--- config.mk ---
export PLATFORM = sky130hd
export DESIGN_NAME = set_scheduler
export DESIGN_NICKNAME = d
export VERILOG_FILES = /design/src/rtl/set_scheduler.sv
export SDC_FILE = /design/constraint.sdc
export NUM_CORES = 1
export LEC_CHECK = 0
export ABC_AREA = 1
export CORE_ASPECT_RATIO = 1.5
export CORE_UTILIZATION = 35
export DETAILED_ROUTE_END_ITERATION = 10
export SYNTH_ARGS = -nofsm -noshare
export SYNTH_HDL_FRONTEND = slang
export SYNTH_SLANG_ARGS = --single-unit
export TNS_END_PERCENT = 10
--- constraint.sdc ---
create_clock -name clk_i -period 3.6 [get_ports clk_i]
set_input_delay 0.72 -clock clk_i [delete_from_list [all_inputs] [get_ports clk_i]]
set_output_delay 0.72 -clock clk_i [all_outputs]
set_load 0.1 [all_outputs]
--- src/rtl/set_scheduler.sv ---
// set_scheduler: sequences commands into a set-membership engine, scans an
// 8x8 grid in raster order and counts the coordinates the engine marks as hits.
//
// Optional build macro SET_SCHED_FIFO_EN:
//   undefined - a single holding register stores one pending command.
//   defined   - a 4-entry FIFO stores pending commands.
//
// state | meaning
// IDLE  | waiting for a stored command
// LOAD  | command popped to the engine, start pulsed, counter and index cleared
// SCAN  | 64 cycles presenting grid coordinates and counting hits
// DONE  | result_o valid for one cycle

module set_scheduler #(
  parameter int CMD_W = 16
) (
  input  logic             clk_i,
  input  logic             rst_ni,
  input  logic             cmd_valid_i,
  output logic             cmd_ready_o,
  input  logic [CMD_W-1:0] cmd_i,
  output logic             eng_start_o,
  output logic [CMD_W-1:0] eng_cmd_o,
  output logic             coord_en_o,
  output logic [2:0]       coord_x_o,
  output logic [2:0]       coord_y_o,
  input  logic             hit_i,
  output logic [6:0]       result_o,
  output logic             valid_o,
  output logic             busy_o
);

  typedef enum logic [1:0] {
    IDLE = 2'd0,
    LOAD = 2'd1,
    SCAN = 2'd2,
    DONE = 2'd3
  } state_t;

  state_t           state;
  state_t           state_next;
  logic [5:0]       idx;
  logic [6:0]       cnt;
  logic [CMD_W-1:0] cmd_reg;
  logic             live;
  logic             push;
  logic             pop;
  logic             stored;
  logic [CMD_W-1:0] head;

  // Handshake and pop: LOAD is the only cycle that removes a stored command.
  assign push = cmd_valid_i && cmd_ready_o;
  assign pop  = (state == LOAD);

  // Held low through reset so cmd_ready_o is 0 until the first edge after release.
  always_ff @(posedge clk_i or negedge rst_ni) begin
    if (!rst_ni) begin
      live <= 1'b0;
    end else begin
      live <= 1'b1;
    end
  end

`ifdef SET_SCHED_FIFO_EN
  logic [CMD_W-1:0] mem [4];
  logic [1:0]       wr_ptr;
  logic [1:0]       rd_ptr;
  logic [2:0]       count;
  logic             full;

  assign full        = (count == 3'd4);
  assign stored      = (count != 3'd0);
  assign head        = mem[rd_ptr];
  assign cmd_ready_o = live && !full;

  // FIFO storage; contents need no reset because count gates every read.
  always_ff @(posedge clk_i) begin
    if (push) begin
      mem[wr_ptr] <= cmd_i;
    end
  end

  // FIFO pointers and occupancy; a push and a pop in the same cycle both apply.
  always_ff @(posedge clk_i or negedge rst_ni) begin
    if (!rst_ni) begin
      wr_ptr <= 2'd0;
      rd_ptr <= 2'd0;
      count  <= 3'd0;
    end else begin
      if (push) begin
        wr_ptr <= wr_ptr + 2'd1;
      end
      if (pop) begin
        rd_ptr <= rd_ptr + 2'd1;
      end
      case ({push, pop})
        2'b10:   count <= count + 3'd1;
        2'b01:   count <= count - 3'd1;
        default: count <= count;
      endcase
    end
  end
`else
  logic [CMD_W-1:0] hold;
  logic             held;

  assign stored      = held;
  assign head        = hold;
  assign cmd_ready_o = live && (state == IDLE) && !held;

  // Single holding register; accepted only in IDLE, released in LOAD.
  always_ff @(posedge clk_i or negedge rst_ni) begin
    if (!rst_ni) begin
      hold <= '0;
      held <= 1'b0;
    end else if (push) begin
      hold <= cmd_i;
      held <= 1'b1;
    end else if (pop) begin
      held <= 1'b0;
    end
  end
`endif

  // State register.
  always_ff @(posedge clk_i or negedge rst_ni) begin
    if (!rst_ni) begin
      state <= IDLE;
    end else begin
      state <= state_next;
    end
  end

  // Next-state decode; SCAN ends on the index wrap 63 -> 0.
  always_comb begin
    state_next = state;
    case (state)
      IDLE:    if (stored) state_next = LOAD;
      LOAD:    state_next = SCAN;
      SCAN:    if (idx == 6'd63) state_next = DONE;
      DONE:    state_next = IDLE;
      default: state_next = IDLE;
    endcase
  end

  // Command register: captured on entry to LOAD so it is valid with the start
  // pulse, then left untouched until the next command is launched.
  always_ff @(posedge clk_i or negedge rst_ni) begin
    if (!rst_ni) begin
      cmd_reg <= '0;
    end else if ((state == IDLE) && stored) begin
      cmd_reg <= head;
    end
  end

  // Grid index and hit counter; the counter keeps its final value after SCAN
  // and is only cleared by the next LOAD.
  always_ff @(posedge clk_i or negedge rst_ni) begin
    if (!rst_ni) begin
      idx <= 6'd0;
      cnt <= 7'd0;
    end else begin
      case (state)
        LOAD: begin
          idx <= 6'd0;
          cnt <= 7'd0;
        end
        SCAN: begin
          idx <= idx + 6'd1;
          if (hit_i) begin
            cnt <= cnt + 7'd1;
          end
        end
        default: begin
          idx <= idx;
          cnt <= cnt;
        end
      endcase
    end
  end

  // Output decode straight from the state and datapath registers.
  always_comb begin
    eng_start_o = (state == LOAD);
    coord_en_o  = (state == SCAN);
    valid_o     = (state == DONE);
    busy_o      = (state != IDLE);
    eng_cmd_o   = cmd_reg;
    result_o    = cnt;
    coord_x_o   = idx[2:0];
    coord_y_o   = idx[5:3];
  end

endmodule

==> metrics.md <==
| Metric | Value |
|---|---|
| Run status | complete, no violations |
| Mean Syn Cell Area | about 9 um2 |
| Footprint of the multi-input gates | 751 um2 |
| Fin area | about 0.0028 mm2 |
| Placed wire-length estimate | 2910 um |
| Syn Inst Count | roughly 230 |
| Final hold vios | 0 |
| # diodes | 0 |
| Yosys cell types | 23 |
| Die area | 0.00647 mm2 |
| Die W | ~66 um |
| Unrepaired setup endpoints after global routing | no |
| WL/cell | approximately 11 um |
| CP arrival | around 1.9 ns |
| Mux share of post-synthesis cell area | 0 |
| Final period util | 0.736 |
| Drt total wl | a little over 4000 um |
| Layout Nets | around 310 |
| CP bufs+invs | 1 |
| Crit end category | primary output |
| Yosys warns | 0 |
| Drt initial violations | 50 |
| CP max stage delay | 1.17 ns |
| Die height | a little under 100 um |
| Largest family of logic cells by synthesized area | simple AND/OR/NAND/NOR gates |
| First-pass GRT wire length | about 7000 um |
| Placer Congestion | between 0.6 and 0.7 |
| Post-CTS Setup Repair Bufs | 0 |
| Max cap viols | 0 |
| CTS root buf | clkbuf_8 |
| CP delay by family, top | buffers and inverters |
| CP Max Fanout | 7 |
| CTS Sinks | between 40 and 50 |
| Cell leakage power | roughly 0.0014 uW |
| Initial Util | 0.367 |
| Cell Area, Synth | between 0.002 and 0.0025 mm2 |
| Post-CTS Resized | 0 |
| Area grow syn2layout | 30.0% |
| Sum of negative setup slack | 0 ns |
| Hold-fix buffers, CTS | 0 |
| H-tree Lvls | 2 |
| Number of port buffers | 53 |
| Syn Nets | 260 |
| Worst-path clk slew | 0.09 ns |
| Power per Cell Area | between 400 and 500 mW/mm2 |
| Crit start category | flip-flop |
| Pin count of the biggest net entering global routing | 34 |
| Drt first pass iters | 4 |
| XOR/XNOR share of the synthesized area | 0.00407 |
| Placed Cells | between 300 and 400 |
| Register area share after synthesis | 0.570 |
| Final setup fails | 0 |
| Row count | 34 |
| Gr ovfl total | 0 |
| Core area | roughly 0.0059 mm2 |
| Synth Area in Compound Gates | 0.121 |
| Post-Synth Simple-Gate Area | 0.181 |
| Slowest library cell on the worst path | clkdlybuf4s50_1 |
| Vias/cell | between 4 and 5 |
| Adder-Cell Fraction of Synth Area | 0.0407 |
| CP Cell Sequence | clkdlybuf4s50_1 |
| Final Instance Count excl. Fillers | 360 |
| CTS tree | done |
| CTS Buffer Depth | 2 |
| Register area | approximately 0.0012 mm2 |
| Tmin final | ~2.6 ns |
| Boundary Pins | 54 |
| Fillers | between 500 and 600 |
| Initial antenna violation count | 0 |
| Yosys reg bits | 49 |
| Inserted Clock Buffers | 5 |
| Drc violations | 0 |
| Slew Limit Fails | 0 |
| Antenna-violating nets left | 0 |
| Clock latency on the worst-skew pair | around 0.30 ns |
| Clock Skew | approximately 0.0054 ns |
| Vias | roughly 1,600 |
| WP data required | 2.88 ns |
| Layout cells sized above 1 | 0.111 |
| Crit path kind | reg2out |
| Total Routing Usage GR | 0.141 |
| Tightest Pin Transition | about 0.98 ns |
| Post-DP Area | 0.00271 mm2 |
| Maximum VDD drop | just under 0.0004 V |
| Number of global-route vias before repair | 1,626 |
| Hold Path Class | in2async |
| Max frequency | between 300 and 400 MHz |
| Relative slew slack | 0.342 |
-- per-stage QoR --
stage                util  power (uW)  setup WS [ns]  hold slack, ns
finish              0.477        1290          0.950           0.461
global route        0.477        1350          0.893           0.525
CTS                 0.477        1310          0.932           0.495
detailed placement  0.461         978           1.28           0.472
global placement    0.461         976           1.29           0.465
floorplan               -         873           1.45           0.424
-- state kept, by name (all words and copies together) (netlist names) --
register,count
live,1
state,2
result_o,7
idx,6
head,16
held,1
eng_cmd_o,16
-- per-layer routing --
layer	wire length [um]	GRT usage
met1	1800	0.163
met2	2080	0.244
met3	161	0.0304
met4	48	0.0589
met5	0	0
-- cell families after synthesis --
logic type | Yosys count
flops | 49
other cells | 1
compound gates | 46
simple gates | 90
fa+ha+maj | 7
xor+xnor | 1
buf+inv | 39
-- placed cells by master (no fill, tap or decap), drive strengths merged --
cell type / Yosys / layout
or2: 1 / 1
clkinvlp: 0 / 1
nand2: 46 / 46
conb: 1 / 1
clkbuf: 1 / 5
o21ai: 23 / 23
a21oi: 23 / 23
nand3: 12 / 12
nor3: 3 / 3
nor3b: 1 / 1
buf: 6 / 7
ha: 7 / 7
inv: 32 / 33
nor2: 27 / 27
clkdlybuf4s50: 0 / 47
clkinv: 0 / 1
dfrtp: 49 / 49
xor2: 1 / 1
-- synth_stat cells, drive strengths merged --
cell type | n | area (um2)
ha | 7 | 87.6
o21ai | 23 | 115
nor3b | 1 | 7.51
clkbuf | 1 | 3.75
conb | 1 | 3.75
nand3 | 12 | 60.1
a21oi | 23 | 145
xor2 | 1 | 8.76
nor3 | 3 | 15.0
inv | 32 | 120
dfrtp | 49 | 1230
nand2 | 46 | 185
buf | 6 | 51.3
nor2 | 27 | 116
or2 | 1 | 6.26
-- power by group --
group          leakage, uW  switching [uW]  internal, uW
registers         0.000477            37.7           578
logic             0.000895             259          89.2
clock network    0.0000445             187           138
total              0.00142             484           805
-- final cells by class --
cell class	instances	area share
flip-flops and latches	49	0.438
multi-input cells	145	0.268
repair buffers	54	0.186
inverters	32	0.0429
well taps	72	0.0322
clock buffers	5	0.0246
clock inverters	3	0.00760
-- path summary, 6_finish.rpt --
kind / from / to / slack, ns / cells after the start
max: result_o[2]$_DFFE_PN0P_ / result_o[2] / 0.95 / 1
min in group clk_i: eng_cmd_o[4]$_DFFE_PN0P_ / eng_cmd_o[4]$_DFFE_PN0P_ / 0.49 / 2
min: rst_ni / result_o[0]$_DFFE_PN0P_ / 0.46 / 1
max in group asynchronous: rst_ni / eng_cmd_o[12]$_DFFE_PN0P_ / 2.42 / 2
min reg2reg: eng_cmd_o[4]$_DFFE_PN0P_ / eng_cmd_o[4]$_DFFE_PN0P_ / 0.49 / 2
max reg2reg: state[0]$_DFFE_PN0P_ / eng_cmd_o[12]$_DFFE_PN0P_ / 1.81 / 4
(Power assumes the default switching activity.)
